`src/rtl/vred_pkg.sv`:
```
// Shared definitions for the vector reduction sequencer.
//   - state_t      : sequencer FSM states
//   - OPSEL_*      : operation encodings (2'b0x sum, 2'b10 signed min, 2'b11 signed max)
//   - lane_mask()  : mask covering lane 0 for a given sew, up to 64 bits
//   - identity()   : per-lane identity word for (opSel, sew, width)
package vred_pkg;

  typedef enum logic [3:0] {
    IDLE      = 4'd0,
    FIRST     = 4'd1,
    ACC       = 4'd2,
    ACC_WAIT  = 4'd3,
    FOLD      = 4'd4,
    FOLD_WAIT = 4'd5,
    INIT      = 4'd6,
    INIT_WAIT = 4'd7,
    DONE      = 4'd8
  } state_t;

  localparam logic [1:0] OPSEL_SUM = 2'b00;
  localparam logic [1:0] OPSEL_MIN = 2'b10;
  localparam logic [1:0] OPSEL_MAX = 2'b11;

  // Lane 0 mask; for sew=3 the shift distance is 64, giving all ones.
  function automatic logic [63:0] lane_mask(input logic [1:0] sew);
    return ~(64'hFFFF_FFFF_FFFF_FFFF << (7'd8 << sew));
  endfunction

  // Identity element replicated into every lane of a w-bit word:
  // sum -> 0, min -> 0x7F..F, max -> 0x80..0. Bits at or above w are 0.
  function automatic logic [63:0] identity(input logic [1:0] op, input logic [1:0] sew,
                                           input int w);
    logic [63:0] v;
    int          lw;
    v  = 64'd0;
    lw = int'(32'd8 << sew);
    for (int i = 0; i < 64; i++) begin
      if (i >= w) begin
        v[i] = 1'b0;
      end else if ((i % lw) == (lw - 1)) begin
        v[i] = (op == OPSEL_MAX);
      end else begin
        v[i] = (op == OPSEL_MIN);
      end
    end
    return v;
  endfunction

endpackage

```
`src/rtl/vred_tail_pad.sv`:
```
// Tail-lane padding for vs2 words.
// On the last word, lanes whose element index is >= the remainder of vl are
// replaced with the identity of the current operation so they cannot affect
// the reduction. A remainder of 0 means the last word is full.
// Ports:
//   word    in  W         raw vs2 word, lanes packed LSB-first
//   is_last in  1         word is the final word of the vector
//   rem     in  VL_WIDTH  number of valid lanes in the last word (0 = all)
//   sew     in  SEW_WIDTH element width encoding
//   opSel   in  OPSEL_WIDTH operation
//   padded  out W         word with tail lanes replaced
module vred_tail_pad
  import vred_pkg::*;
#(
  parameter int W           = 32,
  parameter int VL_WIDTH    = 16,
  parameter int SEW_WIDTH   = 2,
  parameter int OPSEL_WIDTH = 2
) (
  input  logic [W-1:0]           word,
  input  logic                   is_last,
  input  logic [VL_WIDTH-1:0]    rem,
  input  logic [SEW_WIDTH-1:0]   sew,
  input  logic [OPSEL_WIDTH-1:0] opSel,
  output logic [W-1:0]           padded
);

  logic [W-1:0]        ident;
  logic [VL_WIDTH-1:0] lane_idx;

  assign ident = W'(identity(opSel, sew, W));

  // Per-bit lane selection between the raw word and the identity.
  always_comb begin
    padded   = word;
    lane_idx = '0;
    for (int i = 0; i < W; i++) begin
      lane_idx = VL_WIDTH'(i >> (3 + int'(sew)));
      if (is_last && (rem != '0) && (lane_idx >= rem)) begin
        padded[i] = ident[i];
      end else begin
        padded[i] = word[i];
      end
    end
  end

endmodule

```
`src/rtl/vred_sequencer.sv`:
```
// Reduction sequencer driving an external 1-cycle registered pairwise
// reduction unit to compute vredsum / vredmin / vredmax.
// Flow: accumulate vs2 words element-wise, fold the accumulator in halves
// down to lane 0, then combine with the vs1[0] scalar.
// Ports:
//   clk, rst              clock, synchronous active-high reset
//   start, vl, sew, opSel, scalar_in   command, sampled in IDLE
//   in_data/in_valid/in_ready          vs2 word stream
//   red_vec0/red_en/red_sew/red_opSel  to reduction unit ({B, A})
//   red_out               from reduction unit (low W bits used)
//   busy                  not IDLE
//   res_valid/res_data    one-cycle result pulse, lane 0 zero-extended
module vred_sequencer
  import vred_pkg::*;
#(
  parameter int REQ_DATA_WIDTH  = 32,
  parameter int RESP_DATA_WIDTH = 64,
  parameter int OPSEL_WIDTH     = 2,
  parameter int SEW_WIDTH       = 2,
  parameter int VL_WIDTH        = 16
) (
  input  logic                        clk,
  input  logic                        rst,
  input  logic                        start,
  input  logic [VL_WIDTH-1:0]         vl,
  input  logic [SEW_WIDTH-1:0]        sew,
  input  logic [OPSEL_WIDTH-1:0]      opSel,
  input  logic [REQ_DATA_WIDTH-1:0]   scalar_in,
  input  logic [REQ_DATA_WIDTH-1:0]   in_data,
  input  logic                        in_valid,
  output logic                        in_ready,
  output logic [2*REQ_DATA_WIDTH-1:0] red_vec0,
  output logic                        red_en,
  output logic [SEW_WIDTH-1:0]        red_sew,
  output logic [OPSEL_WIDTH-1:0]      red_opSel,
  input  logic [RESP_DATA_WIDTH-1:0]  red_out,
  output logic                        busy,
  output logic                        res_valid,
  output logic [REQ_DATA_WIDTH-1:0]   res_data
);

  localparam int W        = REQ_DATA_WIDTH;
  localparam int MAX_LOG2 = $clog2(W / 8);

  state_t                 state;
  state_t                 state_next;
  logic [W-1:0]           acc;
  logic [W-1:0]           scalar;
  logic [W-1:0]           res;
  logic [VL_WIDTH-1:0]    words_left;
  logic [VL_WIDTH-1:0]    pad_rem;
  logic [3:0]             folds_left;
  logic [SEW_WIDTH-1:0]   sew_l;
  logic [OPSEL_WIDTH-1:0] op_l;

  logic                   beat;
  logic [W-1:0]           padded;
  logic [W-1:0]           lmask;
  logic [7:0]             fold_shift;
  logic [3:0]             lane_log2;
  logic [VL_WIDTH:0]      lanes_m1;
  logic [VL_WIDTH-1:0]    words_start;
  logic [VL_WIDTH-1:0]    rem_start;
  logic                   unused_out_hi;

  assign unused_out_hi = ^red_out[RESP_DATA_WIDTH-1:W];

  assign beat = in_valid & in_ready;
  assign lmask = W'(lane_mask(sew_l));

  // Word count and tail remainder derived from the incoming command.
  assign lane_log2   = 4'(MAX_LOG2) - 4'(sew);
  assign lanes_m1    = ~({(VL_WIDTH + 1){1'b1}} << lane_log2);
  assign words_start = VL_WIDTH'(({1'b0, vl} + lanes_m1) >> lane_log2);
  assign rem_start   = vl & lanes_m1[VL_WIDTH-1:0];

  // Half-width of the still-live part of acc for the current fold:
  // (lane bits) << (remaining folds - 1).
  assign fold_shift = (8'd8 << sew_l) << (folds_left - 4'd1);

  vred_tail_pad #(
    .W          (W),
    .VL_WIDTH   (VL_WIDTH),
    .SEW_WIDTH  (SEW_WIDTH),
    .OPSEL_WIDTH(OPSEL_WIDTH)
  ) u_pad (
    .word   (in_data),
    .is_last(words_left == VL_WIDTH'(1)),
    .rem    (pad_rem),
    .sew    (sew_l),
    .opSel  (op_l),
    .padded (padded)
  );

  // State register.
  always_ff @(posedge clk) begin
    if (rst) begin
      state <= IDLE;
    end else begin
      state <= state_next;
    end
  end

  // Next-state and unit-issue decode.
  always_comb begin
    state_next = state;
    in_ready   = 1'b0;
    red_en     = 1'b0;
    red_vec0   = '0;
    case (state)
      IDLE: begin
        if (start) begin
          state_next = (vl != '0) ? FIRST : DONE;
        end else begin
          state_next = IDLE;
        end
      end
      FIRST: begin
        in_ready = 1'b1;
        if (beat && (words_left == VL_WIDTH'(1))) begin
          state_next = (folds_left != 4'd0) ? FOLD : INIT;
        end else if (beat) begin
          state_next = ACC;
        end else begin
          state_next = FIRST;
        end
      end
      ACC: begin
        in_ready = 1'b1;
        if (beat) begin
          red_en     = 1'b1;
          red_vec0   = {padded, acc};
          state_next = ACC_WAIT;
        end else begin
          state_next = ACC;
        end
      end
      ACC_WAIT: begin
        if (words_left != '0) begin
          state_next = ACC;
        end else begin
          state_next = (folds_left != 4'd0) ? FOLD : INIT;
        end
      end
      FOLD: begin
        red_en     = 1'b1;
        red_vec0   = {acc >> fold_shift, acc};
        state_next = FOLD_WAIT;
      end
      FOLD_WAIT: begin
        if (folds_left > 4'd1) begin
          state_next = FOLD;
        end else begin
          state_next = INIT;
        end
      end
      INIT: begin
        red_en     = 1'b1;
        red_vec0   = {scalar & lmask, acc & lmask};
        state_next = INIT_WAIT;
      end
      INIT_WAIT: state_next = DONE;
      DONE:      state_next = IDLE;
      default:   state_next = IDLE;
    endcase
  end

  // Datapath: command latch, accumulator, counters and result.
  always_ff @(posedge clk) begin
    if (rst) begin
      acc        <= '0;
      scalar     <= '0;
      res        <= '0;
      words_left <= '0;
      pad_rem    <= '0;
      folds_left <= 4'd0;
      sew_l      <= '0;
      op_l       <= '0;
    end else begin
      case (state)
        IDLE: begin
          if (start) begin
            sew_l      <= sew;
            op_l       <= opSel;
            scalar     <= scalar_in;
            words_left <= words_start;
            pad_rem    <= rem_start;
            folds_left <= 4'(MAX_LOG2) - 4'(sew);
            acc        <= '0;
            // vl==0 bypasses the unit: the result is just the scalar.
            if (vl == '0) begin
              res <= scalar_in & W'(lane_mask(sew));
            end
          end
        end
        FIRST: begin
          if (beat) begin
            acc        <= padded;
            words_left <= words_left - VL_WIDTH'(1);
          end
        end
        ACC: begin
          if (beat) begin
            words_left <= words_left - VL_WIDTH'(1);
          end
        end
        ACC_WAIT: acc <= red_out[W-1:0];
        FOLD_WAIT: begin
          acc        <= red_out[W-1:0];
          folds_left <= folds_left - 4'd1;
        end
        INIT_WAIT: res <= red_out[W-1:0] & lmask;
        default: ;
      endcase
    end
  end

  assign red_sew   = sew_l;
  assign red_opSel = op_l;
  assign busy      = (state != IDLE);
  assign res_valid = (state == DONE);
  assign res_data  = res;

endmodule

```
`config.mk`:
```
export PLATFORM = sky130hd
export DESIGN_NAME = vred_sequencer
export DESIGN_NICKNAME = d
export VERILOG_FILES = /design/src/rtl/vred_pkg.sv /design/src/rtl/vred_tail_pad.sv /design/src/rtl/vred_sequencer.sv
export SDC_FILE = /design/constraint.sdc
export NUM_CORES = 1
export LEC_CHECK = 0
export BUFFER_PORTS_ARGS = -buffer_cell sky130_fd_sc_hd__buf_2
export CAP_MARGIN = 10
export CORE_MARGIN = 2
export CORE_UTILIZATION = 45
export DETAILED_ROUTE_END_ITERATION = 6
export PLACE_DENSITY = 0.73
export SLEW_MARGIN = 0
export SYNTH_ARGS = -nofsm -noshare
export SYNTH_HDL_FRONTEND = slang
export SYNTH_SLANG_ARGS = --single-unit
```
`constraint.sdc`:
```
create_clock -name clk -period 4.3 [get_ports clk]
set_clock_uncertainty 0.05 [all_clocks]
set_input_delay 0 -clock clk [delete_from_list [all_inputs] [get_ports clk]]
set_output_delay 0 -clock clk [all_outputs]
set_load 0.05 [all_outputs]
```
==> impl_metrics.py, run 1 <==
metrics = {
    "detailed_routing": {
        "vias": 10800,
        "drcViolationCount": 0,
        "viasPerCell": 6.08,
        "drtIter0Drc": 1143,
        "wl_per_cell_um": 19.4,
        "ant_nets": 0,
        "routed_wl_mm": 34.4,
        "dr.pass1.iters": 7,
    },
    "yosys": {
        "synthFlopType": "dfxtp_1",
        "synth_most_common_cell": "nand2_1",
        "synth_edf_count": 0,
        "synth-adder-area-share": 0.0399,
        "synthTopCellsByArea": "dfxtp_1 (30%), nand2_1 (7.2%), a21oi_1 (5.9%)",
        "yosys.area.top_type": "dfxtp_1",
        "synth.area.mux_share": 0.0467,
        "yosys.area_share.simple": 0.264,
        "synth_seq_area_share": 0.300,
        "ys_ff_latch": 139,
        "synth_top_area_frac": 0.300,
        "synth.top_cells.by_count": "nand2_1 (177), nor2_1 (146), dfxtp_1 (139)",
        "synth_xor_area_frac": 0.0189,
        "synth-async-reset-ratio": 0,
        "synth_top_family_by_area": "compound AO/OA/AOI/OAI gates",
        "synthesis.nets": 1431,
        "synthCells": 1250,
        "syn_area_sq_mm": 0.00928,
        "synth_compound_area_frac": 0.278,
        "synth.distinct_cells": 71,
        "synth.avg_cell_area_sq_um": 7.42,
        "yosys_warnings": 8,
    },
    "die": {
        "num_rows": 52,
        "coreArea_sq_mm": 0.0202,
        "fp.dieArea_sq_mm": 0.0218,
        "die_h_um": 148,
        "pin_count": 256,
        "initial_core_util": 0.458,
        "die-width_um": 148,
    },
    "clocking": {
        "htreeDepth": 4,
        "path_clk_slew_ns": 0.06,
        "post_cts_buffers": 0,
        "clkLatencyLatePin_ns": 0.43,
        "root_buffer": "clkbuf_16",
        "numCtsBuffers": 17,
        "cts_tree": "yes",
        "cts.path.max_buffers": 2,
        "cts_sinks": 139,
    },
    "global_route": {
        "grt_pass1_wl_mm": 52.9,
        "antenna_found_initial": 1,
        "grt_start_max_net_pins": 97,
        "overflow": 0,
        "grt_pass1_vias": 9750,
        "met2_usage": 0.474,
        "top_usage_layer": "met2",
        "track_usage": 0.304,
        "met1_usage": 0.413,
        "gr-usage-met3": 0.0565,
    },
    "timing": {
        "fin_crit_ns": 3.86,
        "worst_pin_slew_ns": 1.12,
        "whs_ns": 0.0109,
        "slew_headroom": 0.252,
        "hold_viol": 0,
        "tns_ns": 0,
        "rsz0062_at_grt": "no",
        "setup_violations": 0,
        "final_max_slew_viol_count": 0,
        "layout_setup_ws_ns": 0.440,
        "finalCritPeriodShare": 0.898,
        "fmax_mhz": 259,
    },
    "cells_and_area": {
        "antennaDiodeCount": 0,
        "nets": 1675,
        "area_growth_pct": 28.9,
        "fill_cells": 1843,
        "fin_util": 0.591,
        "drive_gt1_frac": 0.217,
    },
    "setup_path": {
        "path_max_fanout": 19,
        "cp-end-kind": "primary output",
        "crit_required_ns": 4.25,
        "reg2reg_slack_ns": 1.22,
        "worst-path-buf-inv": 3,
        "cp_top_family": "simple AND/OR/NAND/NOR gates",
        "cpMostUsedCell": "o21ai_0",
        "cp_data_arrival_time_ns": 3.81,
        "path_cells": "inv_1 -> ha_1 -> or2_2 -> o21ai_0 -> o21ai_0 -> or3_4 -> buf_4 -> mux2i_1 -> or2_2 -> o21ai_0 -> buf_2",
        "critPathLaunchType": "register",
        "max_stage_delay_ns": 0.56,
        "crit_type": "reg -> out",
        "crit_path_top_delay_cell": "or3_4",
    },
    "placed_design": {
        "pre_cts_ws_ns": 0.584,
        "io_buffer_count": 223,
        "place_congestion": 0.965,
        "dp_hpwl_mm": 24.1,
    },
    "power_and_ir_drop": {
        "ir_drop_uv": 386,
        "powerDensity_mw_per_mm2": 563,
        "p_leak_nw": 5.00,
    },
    "hold_path": {
        "hold_path.class": "in -> reg",
    },
    "job": {
        "maxCapViolations": 0,
    },
    "outcome": {
        "outcome": "finished, final reports clean",
    },
}
==> layout make-up <==
type | instances | area, sq um | area share
multi-input cells | 985 | 6040 | 0.505
flip-flops and latches | 139 | 2780 | 0.233
repair buffers | 326 | 2080 | 0.174
clock buffers | 20 | 457 | 0.0382
well taps | 270 | 338 | 0.0282
clock inverters | 11 | 168 | 0.0140
inverters | 25 | 93.8 | 0.00785
==> per-layer routing <==
metal  vias to the layer above  routed length (um)
met3                       140                3310
met1                      4939               14200
li1                       5060                   -
met5                         -                   0
met2                       661               15100
met4                         0                1680
==> through the flow <==
stage                     power, mW  cells  instance area, sq um
final                          6.74   1776                 12000
after global routing           7.13   1776                 12000
after CTS                      6.68   1776                 12000
after detailed placement       5.03   1668                 10600
after global placement         4.96   1668                 10600
after floorplan                4.15   1250                  9280
==> cell usage in the layout (no fill, tap or decap), types with 10 or more instances in the layout <==
cell,netlist,routed
nor3_1,17,17
mux2i_1,23,23
a31oi_1,10,10
a222oi_1,12,12
a21oi_1,110,109
or2_2,12,12
a211oi_1,31,31
xnor2_1,10,10
nor2b_1,15,15
inv_1,24,24
o211ai_1,16,16
mux2_2,14,14
buf_4,0,27
clkbuf_16,0,17
a221o_1,14,14
nand2_1,177,177
dlygate4sd3_1,0,77
nor2_1,146,145
a22oi_1,12,12
a2bb2oi_1,14,14
nand3_1,55,55
buf_2,2,222
dfxtp_1,139,139
nand3b_1,13,13
ha_1,28,28
o21ai_0,57,55
a311oi_1,36,36
and2_1,30,30
xor2_1,10,10
nor4_1,10,10
==> report_power, final <==
group	switching [mW]	internal (mW)	leakage, nW	total, mW
clock	0.589	0.997	0.302	1.59
combinational	2.00	1.11	3.56	3.11
sequential	0.412	1.63	1.14	2.04
total	3.00	3.74	5.00	6.74
==> path summary, 6_finish.rpt <==
kind,from,endpoint,cells after the start
worst max-delay path,folds_left[0],red_vec0[35],11
worst min register to register,pad_rem[13],pad_rem[13],2
worst min-delay path,in_data[23],acc[23],5
worst max register to register,words_left[9],acc[23],7
==> sequential cells by signal, summed over array words and instances (netlist names), 4 cells and up <==
| name | flops |
|---|---|
| scalar | 32 |
| state | 4 |
| res_data | 32 |
| acc | 32 |
| words_left | 16 |
| pad_rem | 15 |
| folds_left | 4 |
==> kinds of logic after synthesis <==
logic type	count (synthesis)
and+or+nand+nor	521
AOI/OAI and AO/OA	376
DFF	139
buffers and inverters	126
muxes	39
adders and majority gates	29
xor gates and xnor gates	20
==> timing repair <==
| item | 4_1_cts | 5_1_grt |
|---|---|---|
| hold buffers | 77 | 0 |
| endpoints found under the setup margin | 0 | 11 |
| endpoints found under the hold margin | 101 | 0 |
| gates resized for setup | 0 | 2 |
==> tightest hold or removal path: stages <==
cell and delay, ns:
buf_2 0.10, o21ai_0 0.07, o31ai_1 0.11, nand2_1 0.08
a311oi_2 0.09
No activity file was read; power rests on OpenSTA's default activity.
==> inputs of run 2 (changes only) <==
--- a/config.mk
+++ b/config.mk
@@ -8,9 +8,9 @@
 export BUFFER_PORTS_ARGS = -buffer_cell sky130_fd_sc_hd__buf_2
 export CAP_MARGIN = 10
 export CORE_MARGIN = 2
-export CORE_UTILIZATION = 45
+export CORE_UTILIZATION = 35
 export DETAILED_ROUTE_END_ITERATION = 6
-export PLACE_DENSITY = 0.73
+export PLACE_DENSITY = 0.6
 export SLEW_MARGIN = 0
 export SYNTH_ARGS = -nofsm -noshare
 export SYNTH_HDL_FRONTEND = slang
==> impl_metrics.py, run 2 (synthesis results as in run 1) <==
metrics = {
    "clocking": {
        "cts_tree": "yes",
        "cts.path.max_buffers": 2,
        "htreeDepth": 4,
        "root_buffer": "clkbuf_16",
        "path_clk_slew_ns": 0.06,
        "cts_sinks": 139,
        "clkLatencyLatePin_ns": 0.44,
        "numCtsBuffers": 17,
    },
    "hold_path": {
        "hold_path_depth": 4,
        "min-delay-start": "vl[14]",
        "min_to": "pad_rem[14]",
        "hold_path.class": "in -> reg",
    },
    "die": {
        "fp.dieArea_sq_mm": 0.0278,
        "initial_core_util": 0.356,
        "pin_count": 256,
        "coreArea_sq_mm": 0.0261,
        "die_h_um": 167,
        "die-width_um": 167,
        "num_rows": 59,
    },
    "detailed_routing": {
        "route.met2.wl_mm": 16.6,
        "highest_layer": "met5",
        "wl_met1_mm": 15.6,
        "drcViolationCount": 1,
        "dr_wl_met3_mm": 2.41,
        "drtIter0Drc": 1025,
        "routed_wl_mm": 36.1,
        "viasPerCell": 5.71,
        "wl_per_cell_um": 19.6,
        "dr.pass1.iters": 7,
        "ant_nets": 0,
        "vias": 10500,
    },
    "global_route": {
        "grt_pass1_wl_mm": 55.7,
        "track_usage": 0.253,
        "overflow": 0,
        "grt_start_max_net_pins": 98,
        "grt_pass1_vias": 9815,
        "antenna_found_initial": 2,
    },
    "job": {
        "maxCapViolations": 0,
    },
    "placed_design": {
        "place_area_sq_mm": 0.0106,
        "place_congestion": 0.891,
        "io_buffer_count": 223,
        "dp_hpwl_mm": 25.9,
    },
    "setup_path": {
        "crit_path_top_delay_cell": "or3_4",
        "timing.rr.start": "state[0]",
        "path_max_fanout": 17,
        "max_stage_delay_ns": 0.56,
        "regToRegEndpoint": "folds_left[0]",
        "path_cells": "inv_1 -> ha_1 -> or2_2 -> o21ai_0 -> o21ai_0 -> or3_4 -> buf_4 -> mux2i_1 -> or2_2 -> o21ai_0 -> buf_2",
        "cp_top_family": "simple AND/OR/NAND/NOR gates",
        "critPathLaunchType": "register",
        "reg2reg_depth": 7,
        "cp_data_arrival_time_ns": 3.97,
        "cp-end-kind": "primary output",
        "reg2reg_slack_ns": 1.23,
        "crit_required_ns": 4.25,
        "crit_type": "reg -> out",
        "cpMostUsedCell": "o21ai_0",
        "worst-path-buf-inv": 3,
    },
    "timing": {
        "fmax_mhz": 248,
        "setup_violations": 0,
        "slew_headroom": 0.269,
        "fin_crit_ns": 4.02,
        "worst_pin_slew_ns": 1.10,
        "hold_viol": 0,
        "final_max_slew_viol_count": 0,
        "tns_ns": 0,
        "finalCritPeriodShare": 0.936,
    },
    "power_and_ir_drop": {
        "powerDensity_mw_per_mm2": 553,
        "seq_power_share": 0.308,
        "p_clk_frac": 0.221,
        "p_comb_frac": 0.471,
        "switching_share": 0.456,
        "intPower_mw": 3.61,
        "p_switching_mw": 3.02,
        "ir_drop_uv": 293,
        "p_leak_nw": 4.97,
        "finalPower_mw": 6.63,
    },
    "outcome": {
        "violations": "design-rule violations",
        "outcome": "complete, but fails checks",
    },
    "cells_and_area": {
        "final_cell_mix": "buf_2 (222), nand2_1 (177), nor2_1 (145), dfxtp_1 (139), a21oi_1 (109)",
        "drive_gt1_frac": 0.216,
        "final_common_cell": "buf_2",
        "nets": 1674,
        "area_growth_pct": 29.1,
        "fill_cells": 2621,
        "final_area_sq_mm": 0.0120,
        "fin_util": 0.460,
    },
}
## run 2: area by class of cell
cell class	count	area [sq um]	area share
Antenna cell	1	2.50	0.000209
Clock inverter	11	121	0.0101
Timing Repair Buffer	325	2070	0.173
Tap cell	335	419	0.0350
Multi-Input combinational cell	985	6040	0.505
Inverter	25	93.8	0.00783
Clock buffer	21	440	0.0368
Sequential cell	139	2780	0.232
## run 2: how the worst max path moves through the flow
stage | start | to | slack [ns] | cells after the start
floorplan | folds_left[0] | red_vec0[32] | 0.61 | 12
global placement | folds_left[0] | red_vec0[48] | 0.70 | 11
detailed placement | folds_left[0] | red_vec0[48] | 0.67 | 11
CTS | folds_left[0] | red_vec0[48] | 0.21 | 11
global route | folds_left[0] | red_vec0[35] | -0.006 | 11
finish | folds_left[0] | red_vec0[35] | 0.28 | 11
## run 2: metal layers
metal	vias up	track usage
met5	-	0
met4	2	0.111
met1	4900	0.325
met3	81	0.0497
li1	5076	-
met2	450	0.413
## run 2: power groups by stage
stage	clock network (mW)	registers [mW]	logic, mW
2_1_floorplan	0	1.90	2.25
5_1_grt	1.54	2.09	3.45
3_3_place_gp	0	2.04	3.00
4_1_cts	1.47	2.02	3.11
6_report	1.46	2.04	3.12
3_5_place_dp	0	2.05	3.04
## run 2: repair_timing
item,CTS,global route
hold endpoints to repair,99,0
setup buffers,0,0
setup endpoints to repair,0,18
resized for setup,0,3
hold buffers,76,0
## run 2: worst reg2reg max path, delay by kind of cell, from the launching register on
kind	cells	cell delay (ns)
DFF	1	0.62
AOI/OAI and AO/OA	2	0.43
and+or+nand+nor	3	1.21
buffers and inverters	2	0.68
## run 2: metrics by stage
step	cells	hold WS (ns)	setup slack, ns
6_report	1842	0.00851	0.276
4_1_cts	1841	0.0100	0.206
3_5_place_dp	1733	0.200	0.671
2_1_floorplan	1250	0.0860	0.611
3_3_place_gp	1733	0.193	0.704
5_1_grt	1842	0.0299	-0.00566
